**src/rtl/text_overlay_ctrl_pkg.sv**
```systemverilog
// Shared constants, commit-state encoding and glyph helper for the text overlay.
package text_overlay_ctrl_pkg;

    localparam int         FONT_W     = 8;
    localparam int         FONT_H     = 8;
    localparam int         MAX_COLS   = 32;
    localparam logic [7:0] SPACE_CHAR = 8'h20;

    typedef enum logic [1:0] {
        IDLE,
        PENDING,
        COPY
    } commit_state_t;

    // Font rows are MSB-leftmost, so column 0 maps to bit FONT_W-1.
    function automatic logic glyph_bit(input logic [FONT_W-1:0] row_bits, input logic [2:0] col);
        return row_bits[3'(FONT_W - 1) - col];
    endfunction

endpackage

```
**src/rtl/text_line_buffer.sv**
```systemverilog
// Shadow/display character buffers with a host write port and a vsync-gated commit engine.
module text_line_buffer
    import text_overlay_ctrl_pkg::*;
#(
    parameter int COLS = 16
) (
    input  logic       clk,
    input  logic       rst_n,
    input  logic       wr_en,
    input  logic [4:0] wr_addr,
    input  logic [7:0] wr_char,
    input  logic       vsync_in,
    input  logic [4:0] rd_col,
    output logic [7:0] rd_char,
    output logic       wr_ready
);

    localparam logic [5:0] NCOLS    = 6'(COLS);
    localparam logic [4:0] LAST_IDX = 5'(COLS - 1);

    logic [7:0]    shadow  [MAX_COLS];
    logic [7:0]    display [MAX_COLS];
    commit_state_t state;
    logic [4:0]    idx;
    logic          wr_hit;

    // Out-of-range slots complete the handshake but neither store nor arm a commit.
    assign wr_hit  = wr_en && wr_ready && ({1'b0, wr_addr} < NCOLS);
    assign rd_char = display[rd_col];

    always_ff @(posedge clk or negedge rst_n) begin
        if (!rst_n) begin
            state    <= IDLE;
            idx      <= '0;
            wr_ready <= 1'b1;
            for (int i = 0; i < MAX_COLS; i++) begin
                shadow[i]  <= SPACE_CHAR;
                display[i] <= SPACE_CHAR;
            end
        end else begin
            if (wr_hit) begin
                shadow[wr_addr] <= wr_char;
            end
            unique case (state)
                IDLE: begin
                    if (wr_hit) begin
                        state <= PENDING;
                    end
                end
                PENDING: begin
                    if (vsync_in) begin
                        state    <= COPY;
                        idx      <= '0;
                        wr_ready <= 1'b0;
                    end
                end
                COPY: begin
                    display[idx] <= shadow[idx];
                    if (idx == LAST_IDX) begin
                        state    <= IDLE;
                        wr_ready <= 1'b1;
                    end else begin
                        idx <= idx + 5'd1;
                    end
                end
                default: state <= IDLE;
            endcase
        end
    end

endmodule

```
**src/rtl/text_overlay_ctrl.sv**
```systemverilog
// Single-line text overlay: region decode, font ROM sequencing and 2-cycle pixel/sync pipeline.
module text_overlay_ctrl
    import text_overlay_ctrl_pkg::*;
#(
    parameter int COLS     = 16,
    parameter int ORIGIN_X = 0,
    parameter int ORIGIN_Y = 0,
    parameter int CW       = 10
) (
    input  logic          clk,
    input  logic          rst_n,
    input  logic [CW-1:0] pix_x,
    input  logic [CW-1:0] pix_y,
    input  logic          de_in,
    input  logic          hsync_in,
    input  logic          vsync_in,
    input  logic          wr_en,
    input  logic [4:0]    wr_addr,
    input  logic [7:0]    wr_char,
    output logic          wr_ready,
    output logic [7:0]    font_char,
    output logic [2:0]    font_row,
    input  logic [7:0]    font_pixels,
    output logic          pix_on,
    output logic          de_out,
    output logic          hsync_out,
    output logic          vsync_out
);

    localparam logic signed [CW:0] ORG_X  = (CW+1)'(ORIGIN_X);
    localparam logic signed [CW:0] ORG_Y  = (CW+1)'(ORIGIN_Y);
    localparam logic signed [CW:0] X_SPAN = (CW+1)'(FONT_W * COLS);
    localparam logic signed [CW:0] Y_SPAN = (CW+1)'(FONT_H);

    logic signed [CW:0] off_x_p0;
    logic signed [CW:0] off_y_p0;
    logic               vld_p0;
    logic [7:0]         rd_char_p0;

    logic [2:0]         bit_p1;
    logic               vld_p1;
    logic               de_p1;
    logic               hsync_p1;
    logic               vsync_p1;

    // Stage 0: signed offsets one bit wider than the coordinates, so nothing wraps.
    assign off_x_p0 = $signed({1'b0, pix_x}) - ORG_X;
    assign off_y_p0 = $signed({1'b0, pix_y}) - ORG_Y;
    assign vld_p0   = de_in
                   && !off_x_p0[CW] && (off_x_p0 < X_SPAN)
                   && !off_y_p0[CW] && (off_y_p0 < Y_SPAN);

    text_line_buffer #(
        .COLS (COLS)
    ) u_line_buffer (
        .clk      (clk),
        .rst_n    (rst_n),
        .wr_en    (wr_en),
        .wr_addr  (wr_addr),
        .wr_char  (wr_char),
        .vsync_in (vsync_in),
        .rd_col   (off_x_p0[7:3]),
        .rd_char  (rd_char_p0),
        .wr_ready (wr_ready)
    );

    // Stage 1: font ROM address plus the bit select and controls that travel with it.
    always_ff @(posedge clk or negedge rst_n) begin
        if (!rst_n) begin
            font_char <= SPACE_CHAR;
            font_row  <= '0;
            bit_p1    <= '0;
            vld_p1    <= 1'b0;
            de_p1     <= 1'b0;
            hsync_p1  <= 1'b0;
            vsync_p1  <= 1'b0;
        end else begin
            font_char <= vld_p0 ? rd_char_p0 : SPACE_CHAR;
            font_row  <= off_y_p0[2:0];
            bit_p1    <= off_x_p0[2:0];
            vld_p1    <= vld_p0;
            de_p1     <= de_in;
            hsync_p1  <= hsync_in;
            vsync_p1  <= vsync_in;
        end
    end

    // Stage 2: glyph bit select on the ROM's combinational row data.
    always_ff @(posedge clk or negedge rst_n) begin
        if (!rst_n) begin
            pix_on    <= 1'b0;
            de_out    <= 1'b0;
            hsync_out <= 1'b0;
            vsync_out <= 1'b0;
        end else begin
            pix_on    <= vld_p1 & glyph_bit(font_pixels, bit_p1);
            de_out    <= de_p1;
            hsync_out <= hsync_p1;
            vsync_out <= vsync_p1;
        end
    end

endmodule

```
**config.mk**
```make
export PLATFORM = sky130hd
export DESIGN_NAME = text_overlay_ctrl
export DESIGN_NICKNAME = d
export VERILOG_FILES = /design/src/rtl/text_overlay_ctrl_pkg.sv /design/src/rtl/text_line_buffer.sv /design/src/rtl/text_overlay_ctrl.sv
export SDC_FILE = /design/constraint.sdc
export NUM_CORES = 1
export LEC_CHECK = 0
export CAP_MARGIN = 10
export CORE_MARGIN = 1.5
export CORE_UTILIZATION = 30
export DETAILED_ROUTE_END_ITERATION = 10
export PLACE_DENSITY = 0.42
export SYNTH_ARGS = -nofsm -noshare
export SYNTH_HDL_FRONTEND = slang
export SYNTH_SLANG_ARGS = --single-unit
```
**constraint.sdc**
```tcl
create_clock -name clk -period 6.35 [get_ports clk]
set_clock_uncertainty 0.15 [all_clocks]
set_input_delay 1.27 -clock clk [delete_from_list [all_inputs] [get_ports clk]]
set_output_delay 1.27 -clock clk [all_outputs]
set_load 0.02 [all_outputs]
```
# Word-level counts from Yosys, hierarchy flattened
# Cells that the tools add are included.
[word_totals]
regBits = 542
inputBits = 47
word_cells = 136
[op_classes]
add_sub_neg = 2
order_cmp = 9
eq_ne = 7
muxes = 25
bitwise_logic = 4
n_reduce_logical = 11
[op_table]
columns = ["op", "n"]
rows = [
  ["$bwmux W256", 2],
  ["$bmux W8 S5", 2],
  ["$demux W8 S5", 2],
  ["$mux W8", 7],
  ["$ge A6 B6 Y1 const B", 3],
  ["$not A5 Y6", 3],
  ["$lt A6 B1 Y1 const B", 2],
  ["$lt A10 B4 Y1 const B", 1],
  ["$lt A10 B8 Y1 const B", 1],
  ["$mux W5", 2],
  ["$pmux W5 S2", 1],
  ["$reduce_and A3 Y1", 3],
  ["$logic_and A1 B1 Y1", 6],
  ["$mux W2", 3],
  ["$pmux W2 S3", 1],
  ["$add A5 B1 Y5 const B", 1],
  ["$eq A5 B4 Y1 const B", 1],
  ["$lt A5 B5 Y1 const B", 1],
  ["$lt A3 B4 Y1 const B", 1],
  ["$ne A2 B1 Y1 const B", 2],
  ["$ne A2 B2 Y1 const B", 2],
  ["$bmux W1 S3", 1],
  ["$mux W1", 3],
  ["$sub A3 B3 Y3 const A", 1],
  ["other kinds (6)", 6],
]

# Logic depth before layout (Yosys ltp)
# Gate-level depths: netlist (run 1).
[logic_depth]
depth_word = 6
depth_mapped = 10
mapped_depth_nobuf = 7

# Hierarchy
# A second synthesis (run 1) with hierarchy kept.
[hier_totals]
cells_unflattened = 2008
hier_area_um2 = 26073.8
[modules_own_cells]
columns = ["module", "n_inst", "cells_per_inst", "area_each_um2", "seq_area_each_um2"]
rows = [
  ["text_line_buffer", 1, 1966, 25366.8, 13093.8],
  ["text_overlay_ctrl", 1, 42, 706.9, 551.8],
]

# Worst setup path before layout (run 1)
# OpenSTA, ideal clock, no wires.
[synth_timing]
path_type = "input to register"
startpoint = "in pix_x[3]"
endpoint = "reg font_char[0]"
t_arrival_ps = 2816
required_time_ps = 6071
path_slack_ps = 3255
cell_stages = 5
path_cell_list = "buf_2 buf_2 mux4_2 mux4_2 nor2b_1"
[synth_via]
elab_chain_len = 5
[synth_rtl]
columns = ["element", "line", "source"]
rows = [
  ["start, declared", "text_overlay_ctrl.sv:12", "input logic [CW-1:0] pix_x,"],
  ["$not A5 Y6 (implied by the code)", "text_line_buffer.sv:29", "assign rd_char = display[rd_col];"],
  ["$bmux W8 S5", "text_line_buffer.sv:29", ""],
  ["$mux W8 (implied by the code) (2 in a row)", "text_line_buffer.sv:29", ""],
  ["$mux W8 (*)", "text_overlay_ctrl.sv:78", "font_char <= vld_p0 ? rd_char_p0 : SPACE_CHAR;"],
  ["end signal, assigned", "text_overlay_ctrl.sv:78", ""],
  ["end, declared", "text_overlay_ctrl.sv:21", "output logic [7:0] font_char,"],
]
# Mark *: on every way between the ends. The rest lies on a longest branch, timed or not. The select of a mux whose other input is x is not followed.
# A chain may end at the register's enable or synchronous reset.

# Worst setup path after layout (run 1)
[layout_timing]
startpoint = "reg u_line_buffer.idx[1]"
endpoint = "reg u_line_buffer.display[249] in the netlist's numbering"
[layout_via]
elab_chain_len = 6
[layout_rtl]
columns = ["element", "line", "source"]
rows = [
  ["start, declared", "text_line_buffer.sv:24", "logic [4:0] idx;"],
  ["start signal, assigned", "text_line_buffer.sv:63", "idx <= idx + 5'd1;"],
  ["$not A5 Y6 (implied by the code) (*)", "text_line_buffer.sv:58", "display[idx] <= shadow[idx];"],
  ["$ge A6 B6 Y1 (implied by the code) / $lt A6 B1 Y1 (equally long branches)", "text_line_buffer.sv:58", ""],
  ["$logic_and A1 B1 Y1 (implied by the code)", "text_line_buffer.sv:58", ""],
  ["$mux W8 (implied by the code)", "text_line_buffer.sv:58", ""],
  ["$demux W8 S5", "text_line_buffer.sv:58", ""],
  ["$bwmux W256 (*)", "text_line_buffer.sv:58", ""],
  ["end signal, assigned by index", "text_line_buffer.sv:58", ""],
  ["end, declared", "text_line_buffer.sv:22", "logic [7:0] display [MAX_COLS];"],
]
# Marks and branches as above.

==> results of run 1 <==
[area by class of cell]
cell class                      count  area, µm²
Timing Repair Buffer               81      800.8
Clock inverter                     13      167.7
Inverter                            8      30.03
Tap cell                          837       1047
Multi-Input combinational cell    747       6932
Sequential cell                   414      10430
Fill cell                        6095      40810
Clock buffer                       78       1498
[per-stage QoR]
| stage | hold WS (ns) | area (µm²) | total power, mW | setup slack, ns |
|---|---|---|---|---|
| 4_1_cts | 0.1975 | 20900 | 7.779 | 2.766 |
| 5_1_grt | 0.2111 | 20900 | 8.053 | 2.553 |
| 6_report | 0.1968 | 20900 | 7.647 | 2.749 |
| 3_3_place_gp | 0.1846 | 19240 | 4.809 | 2.385 |
| 2_1_floorplan | 0.1812 | 18740 | 4.473 | 3.255 |
| 3_5_place_dp | 0.1847 | 19240 | 4.831 | 2.314 |
[power by group]
group	internal, mW	leakage [nW]	total (mW)	switching [mW]
Clock	1.74	0.813	2.88	1.14
Sequential	3.03	5.47	3.37	0.333
Combinational	0.701	2.97	1.40	0.695
Total	5.48	9.25	7.65	2.17
[sequential cells by signal, indices dropped and copies added, names as in the netlist]
register	count
u_line_buffer.shadow	256
u_line_buffer.display	128
font_char	8
u_line_buffer.idx	5
bit_p1	3
font_row	3
u_line_buffer.state	2
de_out	1
de_p1	1
hsync_out	1
hsync_p1	1
pix_on	1
u_line_buffer.wr_ready	1
vld_p1	1
vsync_out	1
vsync_p1	1
[logic make-up after synthesis]
kind of cell             count (synthesis)  share of synthesized area, %
XOR/XNOR                                 1                       0.04676
AND/OR/NAND/NOR                        239                         7.827
multiplexers                           300                         19.69
AO/OA/AOI/OAI                          202                         8.809
adder cells (fa/ha/maj)                  5                        0.3339
flip-flops                             414                         55.63
buffers and inverters                  255                         7.660
[routing by layer]
layer | GRT usage [%] | up-vias | part of all wire, %
li1 | - | 4765 | -
met1 | 20.98 | 5311 | 47
met2 | 24.42 | 165 | 47
met3 | 2.395 | 79 | 3.0
met4 | 4.773 | 0 | 2.7
met5 | 0 | - | 0
[cells in the mapped netlist, types with 2 or more instances]
library cell	n
mux4_2	42
or3b_4	2
dfstp_2	50
a31oi_2	39
ha_1	5
or3_1	2
buf_2	29
nand3b_1	5
nor3_1	8
mux2_2	117
nand4bb_1	6
clkbuf_2	2
nor3b_1	2
nor2_4	4
nand4_1	2
mux2_1	12
dfrtp_1	364
or4b_1	3
nor4_4	15
buf_6	44
a311oi_1	2
o22ai_1	42
nand4b_1	3
nor2_1	140
mux2i_1	129
a31oi_1	89
inv_1	8
nand2_1	10
nor2b_1	10
clkbuf_1	142
o22ai_2	21
a21oi_1	6
buf_4	29
nor2_2	10
[worst max-delay path by stage]
stage | cells after the start | slack (ns) | end | start
3_5_place_dp | 5 | 2.31 | u_line_buffer.shadow[248] | wr_addr[4]
4_1_cts | 5 | 2.77 | u_line_buffer.display[218] | u_line_buffer.idx[1]
2_1_floorplan | 5 | 3.25 | font_char[0] | pix_x[3]
3_3_place_gp | 5 | 2.39 | u_line_buffer.shadow[232] | wr_addr[4]
6_report | 5 | 2.75 | u_line_buffer.display[249] | u_line_buffer.idx[1]
5_1_grt | 5 | 2.55 | u_line_buffer.display[153] | u_line_buffer.idx[1]
[worst reg2reg max path, cell delays in order (launching register included)]
cell and delay, ns:
dfrtp_4 0.94, buf_4 0.60, mux2i_1 0.32, o22ai_2 0.13
nor4_4 1.08, a31oi_1 0.20
==> flow_metrics.tcl, run 1 <==
set metrics [dict create \
    status "finished, final reports clean" \
    crit_family "simple AND/OR/NAND/NOR gates" \
    via_per_inst 4.738 \
    fin_nets 1354 \
    grt_use_total_pct 15.20 \
    antenna_found_initial 0 \
    core_um2 61710 \
    ys_ff_latch 414 \
    layout-drive-gt1-share_pct 30.72 \
    path_cells "buf_4 -> mux2i_1 -> o22ai_2 -> nor4_4 -> a31oi_1" \
    timing.max_slew.rel_slack_pct 15.43 \
    r2r-start "u_line_buffer.idx[1]" \
    yosysWarnings 0 \
    dp.cells 2087 \
    cts_buffers 50 \
    worstPathArrival_ns 3.86 \
    ios 63 \
    cts_resized 0 \
    syn_nets 1468 \
    powerDensity_nw_per_um2 365.9 \
    root_buffer "clkbuf_16" \
    htreeDepth 2 \
    final_util_pct 33.87 \
    layoutNonFillerInstCount 2178 \
    yosys.area.top_type_share_pct 48.62 \
    max_stage_delay_ns 1.08 \
    clk_pin_slew_ns 0.06 \
    wire_per_inst_um 21.76 \
    grt_max_degree 166 \
    post-route-period-util_pct 56.71 \
    floorplan.die_area_um2 63960 \
    whs_endpoint "de_out" \
    cts_max_path_buffers 3 \
    tns_ns 0 \
    synth_flop_cell "dfrtp_1" \
    reg2reg_slack_ns 2.75 \
    worst-setup-path-type "reg2reg" \
    hp-class "reg2reg" \
    die_y_um 252.9 \
    drv_cap 0 \
    place_congestion 0.7147 \
    layout_common_cells "363 x dfrtp_1, 140 x nor2_1, 129 x mux2i_1" \
    grt_pass1_vias 11080 \
    period_minus_slack_ns 3.601 \
    synthArstFlopShare_pct 100.0 \
    synthCells 1416 \
    r2r_cells 5 \
    min_from "de_p1" \
    cp-end-kind "flop" \
    final_common_cell "dfrtp_1" \
    yosysUniqueCellTypes 56 \
    port_buffers 62 \
    area_growth_pct 11.56 \
    critical-path-slowest-cell "nor4_4" \
    num_rows 91 \
    worst-path-max-fanout 43 \
    drtAntennaViolNets 0 \
    hold_viol 0 \
    clk_latency_ns 0.59 \
    grt_setup_unrepaired "no" \
    cts_sinks 414 \
    first_iter_violations 629 \
    fmax_mhz 277.7 \
    holdPathStages 0 \
    post_cts_buffers 0 \
    die_x_um 252.9 \
    cp_data_required_time_ns 6.61 \
    synth.area.top_cells "dfrtp_1 49%, mux2_2 7.0%, dfstp_2 7.0%, mux2i_1 6.9%, mux4_2 5.0%" \
    worst_setup_path_start_kind "flop" \
    grt_pass1_wl_um 72350 \
    start_util_pct 30.36 \
    num_antenna_cells 0 \
    tritoncts "done" \
    cts-hold-fix-buffers 0 \
    slew_viol_final 0 \
    vias 10320 \
    overflow 0 \
    setup_viol 0 \
    critical_path_buf_inv_count 1 \
    routed_wl_um 47390 \
    r2r-end "u_line_buffer.display[249]" \
    hpwl_um 29180 \
    peakVddDrop_mv 0.1937 \
    drc 0 \
    power.leakage_nw 9.246 \
    synth-edff-count 0 \
    worst_pin_slew_ns 1.259 \
    dr.pass1.iters 6 \
    ys_seq_area_share_pct 55.63 \
    netlist_area_um2 18740 \
    yosysTopAreaCell "dfrtp_1" \
    syn_area_per_cell_um2 13.23 \
]
(Power assumes the default switching activity.)
==> run 2: changes to the inputs <==
PLACE_DENSITY = 0.43   (was 0.42)
clock period = 3 ns   (was 6.35 ns; I/O delays follow)
==> flow_metrics.tcl, run 2 (synthesis gave the netlist of run 1 again) <==
set metrics [dict create \
    status "finished, final reports clean" \
    via_per_inst 4.724 \
    drtAntennaViolNets 0 \
    place_congestion 0.7345 \
    largest_register "u_line_buffer.shadow" \
    num_rows 91 \
    worst_setup_path_start_kind "flop" \
    drc 0 \
    worstSetupStartpoint "u_line_buffer.idx[1]" \
    routed_wl_um 47760 \
    die_y_um 252.9 \
    hpwl_um 31150 \
    period_minus_slack_ns 2.861 \
    layout_common_cells "363 x dfrtp_1, 140 x nor2_1, 129 x mux2i_1" \
    r2r-end "u_line_buffer.display[223]" \
    drv_cap 0 \
    hp-class "reg2reg" \
    cts_sinks 414 \
    dp.cells 2175 \
    r2r_cells 5 \
    overflow 0 \
    timing.max_slew.rel_slack_pct 24.84 \
    r2r-start "u_line_buffer.idx[1]" \
    reg2reg_slack_ns 0.14 \
    worstPathArrival_ns 3.14 \
    placed_cell_area_um2 20020 \
    largestRegisters "u_line_buffer.shadow (256), u_line_buffer.display (128), font_char (8)" \
    vias 10700 \
    area_growth_pct 15.71 \
    root_buffer "clkbuf_16" \
    layout-drive-gt1-share_pct 34.83 \
    peakVddDrop_mv 0.4539 \
    grt_max_degree 82 \
    cp_data_required_time_ns 3.28 \
    min_from "vsync_p1" \
    worst-setup-path-type "reg2reg" \
    first_iter_violations 503 \
    final_common_cell "dfrtp_1" \
    tritoncts "done" \
    antenna_found_initial 0 \
    power.leakage_nw 9.714 \
    layoutNonFillerInstCount 2264 \
    num_antenna_cells 0 \
    grt_use_total_pct 15.33 \
    postLayoutCellArea_um2 21680 \
    worst-path-max-fanout 18 \
    largest_reg_flops 256 \
    cts_max_path_buffers 3 \
    powerDensity_nw_per_um2 758.2 \
    setup_ws_ns 0.1391 \
    grt_setup_unrepaired "no" \
    cts_resized 0 \
    grt_pass1_vias 11210 \
    setup_viol 0 \
    hold_viol 0 \
    wire_per_inst_um 21.09 \
    fmax_mhz 349.5 \
    cp-end-kind "flop" \
    worst_pin_slew_ns 1.119 \
    core_um2 61710 \
    clk_latency_ns 0.60 \
    die_x_um 252.9 \
    whs_endpoint "vsync_out" \
    slew_viol_final 0 \
    holdPathStages 0 \
    ios 63 \
    start_util_pct 30.36 \
    grt_pass1_wl_um 73300 \
    cts_buffers 50 \
    clk_pin_slew_ns 0.06 \
    dr.pass1.iters 5 \
    port_buffers 62 \
    post-route-period-util_pct 95.36 \
    dpl_worst_slack_ns -0.06513 \
    htreeDepth 2 \
    floorplan.die_area_um2 63960 \
    fin_nets 1444 \
]
run 2: cell types whose count changed in the layout (fill, tap and decap cells not counted), sizes merged:
cell,previous run,this run
dlygate4sd3,0,1
clkinv,6,4
buf,21,110
clkbuf,78,76
run 2: repair_timing:
action | in CTS | in global routing
setup buffers | 0 | 1
hold endpoints to repair | 43 | 0
hold buffers | 1 | 0
setup endpoints to repair | 0 | 13
run 2: report_power, final:
part | switching, mW | internal [mW] | total (mW)
clock | 2.40 | 3.62 | 6.02
combinational | 1.67 | 1.76 | 3.43
sequential | 0.563 | 6.42 | 6.99
total | 4.63 | 11.8 | 16.4
run 2: layout make-up:
| class | instances | area [µm²] |
|---|---|---|
| fillers | 6083 | 40030 |
| repair buffers | 171 | 1642 |
| inverters | 8 | 30.03 |
| clock inverters | 11 | 157.7 |
| flip-flops and latches | 414 | 10430 |
| well taps | 837 | 1047 |
| clock buffers | 76 | 1470 |
| multi-input cells | 747 | 6907 |
run 2: worst max-delay path by stage:
stage	end	cells past startpoint
finish	u_line_buffer.display[223]	5
global route	u_line_buffer.display[214]	5
detailed placement	u_line_buffer.shadow[217]	5
floorplan	font_char[0]	5
CTS	u_line_buffer.display[217]	5
global placement	u_line_buffer.shadow[216]	5
run 2: metal layers:
metal  vias to the layer above  routed length, µm  GRT usage [%]
li1                       4951                  -              -
met1                      5485              22070          20.89
met2                       180              22980          24.95
met3                        80               1534          2.375
met4                         0               1172          4.876
met5                         -                  0              0
run 2: critical path, stage by stage (launching register included):
cell     delay [ns]
dfrtp_4        0.65
buf_4          0.19
mux2i_1        0.36
o22ai_2        0.16
nor4_4         0.96
a31oi_1        0.19
run 2: through the flow:
step | total power, mW | utilization, % | TNS [ns] | hold slack (ns)
after floorplan | 9.467 | - | 0 | 0.1544
after global placement | 10.48 | 32.44 | 0 | 0.1815
after detailed placement | 10.55 | 32.44 | -0.6164 | 0.1862
after CTS | 16.72 | 35.10 | 0 | 0.2046
after global routing | 17.28 | 35.13 | 0 | 0.2078
final | 16.44 | 35.13 | 0 | 0.1988
==> run 3: changes to the inputs <==
ABC_AREA = 1   (was not set)
==> flow_metrics.tcl, run 3 <==
set metrics [dict create \
    period_minus_slack_ns 2.553 \
    grt_use_total_pct 17.86 \
    r2r-end "u_line_buffer.display[133]" \
    dp.cells 4197 \
    worstPathArrival_ns 1.80 \
    start_util_pct 30.32 \
    switching_share_pct 35.64 \
    synth_common_cells "1685 x nand2_1, 476 x dfrtp_1, 248 x nand3_1" \
    worst_pin_slew_ns 0.7762 \
    worst-setup-path-type "reg2out" \
    synthCells 3256 \
    overflow 0 \
    crit_family "buffers and inverters" \
    worst_setup_path_start_kind "flop" \
    synth.area.top_cells "dfrtp_1 48%, nand2_1 25%, dfstp_2 7.0%, nand3_1 5.0%, clkbuf_1 3.1%" \
    final_common_cell "nand2_1" \
    powerDensity_nw_per_um2 795.8 \
    yosys.area.top_type_share_pct 47.84 \
    syn_area_per_cell_um2 7.647 \
    status "finished, final reports clean" \
    root_buffer "clkbuf_16" \
    ys_ff_latch 542 \
    hpwl_um 46860 \
    fillers 8473 \
    cp-end-kind "output port" \
    htreeDepth 3 \
    netlist_area_um2 24900 \
    r2r-start "u_line_buffer.idx[0]" \
    cp_data_required_time_ns 2.25 \
    grt_pass1_wl_um 119100 \
    port_buffers 62 \
    die_y_um 291.1 \
    peakVddDrop_mv 0.4038 \
    largestRegisters "u_line_buffer.display (256), u_line_buffer.shadow (256), font_char (8)" \
    grt_max_degree 97 \
    cts_max_path_buffers 3 \
    worst-path-max-fanout 3 \
    cts_sinks 542 \
    fin_nets 3248 \
    core_um2 82110 \
    syn_nets 3308 \
    multi_input_area_um2 9505 \
    die_x_um 291.1 \
    critical_path_buf_inv_count 1 \
    drtAntennaViolNets 0 \
    vias 20060 \
    worstSetupStartpoint "u_line_buffer.wr_ready" \
    cts_buffers 66 \
    clkPwrFrac_pct 34.4 \
    routed_wl_um 74700 \
    layoutNonFillerInstCount 4319 \
    clk_pin_slew_ns 0.06 \
    via_per_inst 4.645 \
    postLayoutCellArea_um2 28770 \
    num_rows 105 \
    yosysUniqueCellTypes 31 \
    regArea_um2 13650 \
    intPower_mw 14.73 \
    yosysMostFrequentCell "nand2_1" \
    post-route-period-util_pct 85.11 \
    yosysTopAreaCell "dfrtp_1" \
    ys_seq_area_share_pct 54.80 \
    finalPower_mw 22.89 \
    tritoncts "done" \
    place_congestion 0.8150 \
    hp-class "reg2reg" \
    p_seq_share_pct 38.4 \
    first_iter_violations 1529 \
    synthArstFlopShare_pct 100.0 \
    layout-drive-gt1-share_pct 10.22 \
    reg2reg_slack_ns 0.46 \
    slew_viol_final 0 \
    critical-path-slowest-cell "clkdlybuf4s50_1" \
    clk_latency_ns 0.61 \
    antenna_found_initial 0 \
    max_stage_delay_ns 0.62 \
    combPwrFrac_pct 27.2 \
    timing.max_slew.rel_slack_pct 48.20 \
    hold_viol 0 \
    cp_num_cells 1 \
    fmax_mhz 391.6 \
    grt_pass1_vias 20010 \
    path_cells "clkdlybuf4s50_1" \
    floorplan.die_area_um2 84730 \
    drv_cap 0 \
    drc 0 \
    placed_cell_area_um2 26640 \
    layout_common_cells "1685 x nand2_1, 474 x dfrtp_1, 248 x nand3_1" \
    power.leakage_nw 14.38 \
    synth-edff-count 0 \
    tns_ns 0 \
    crit_path_end "wr_ready" \
    dr.pass1.iters 6 \
    ios 63 \
    wire_per_inst_um 17.30 \
    p_switching_mw 8.160 \
    grt_setup_unrepaired "no" \
    num_antenna_cells 0 \
    r2r_cells 12 \
    area_growth_pct 15.54 \
    yosysWarnings 0 \
    synth_flop_cell "dfrtp_1" \
    setup_viol 0 \
]
run 3: changes by cell type in the layout (fill, tap and decap cells not counted), sizes merged, moves of 24 or more:
cell / before / now
buf: 110 / 86
mux2: 129 / 0
mux2i: 129 / 0
o21ai: 1 / 189
dfrtp: 364 / 476
mux4: 42 / 0
inv: 10 / 149
o22ai: 64 / 0
nand3: 1 / 249
nor2: 154 / 123
clkbuf: 76 / 100
a31oi: 128 / 1
nand2: 11 / 1693
run 3: timing repair:
item                      CTS  global route
buffers inserted            0             0
gates resized for setup     0             0
hold buffers                1             0
hold endpoints to repair   31             0
run 3: worst min path at each step:
stage | from | endpoint | slack [ns] | cells past startpoint
2_1_floorplan | rst_n | bit_p1[0] | 0.15 | 0
3_3_place_gp | hsync_p1 | hsync_out | 0.18 | 0
3_5_place_dp | hsync_p1 | hsync_out | 0.19 | 0
4_1_cts | hsync_p1 | hsync_out | 0.20 | 0
5_1_grt | hsync_p1 | hsync_out | 0.21 | 0
6_report | hsync_p1 | hsync_out | 0.20 | 0
run 3: area by class of cell:
| type | instances | area share [%] |
|---|---|---|
| clock inverters | 21 | 0.7959 |
| inverters | 149 | 1.966 |
| repair buffers | 146 | 5.524 |
| clock buffers | 100 | 6.567 |
| flip-flops and latches | 542 | 47.45 |
| multi-input cells | 2291 | 33.04 |
| well taps | 1070 | 4.654 |
run 3: cell families after synthesis:
family                     Yosys count  share of synthesized area (%)
and+or+nand+nor                   2093                          34.01
DFF                                542                          54.80
AOI/OAI and AO/OA                  193                          3.920
adders and majority gates            5                         0.2513
buffers and inverters              423                          7.020
run 3: per-stage QoR:
step	util (%)	hold WS, ns	setup slack (ns)
after detailed placement	32.44	0.1862	0.3365
after floorplan	-	0.1544	0.8709
final	35.04	0.1971	0.4466
after global routing	35.04	0.2056	0.2315
after CTS	35.04	0.2005	0.3731
after global placement	32.44	0.1832	0.4011
run 3: power by group through the flow:
stage | registers [mW] | clock network [mW] | logic, mW
2_1_floorplan | 8.72 | 0 | 3.80
3_3_place_gp | 8.89 | 0 | 6.29
3_5_place_dp | 8.90 | 0 | 6.34
4_1_cts | 8.79 | 8.16 | 6.36
5_1_grt | 8.90 | 8.47 | 6.94
6_report | 8.80 | 7.88 | 6.22
run 3: layer usage:
metal	vias up	GRT usage, %	share of wire, %
met3	98	2.665	4.9
met2	475	28.76	46
li1	9845	-	-
met4	0	5.133	2.1
met5	-	0	0
met1	9642	24.83	47
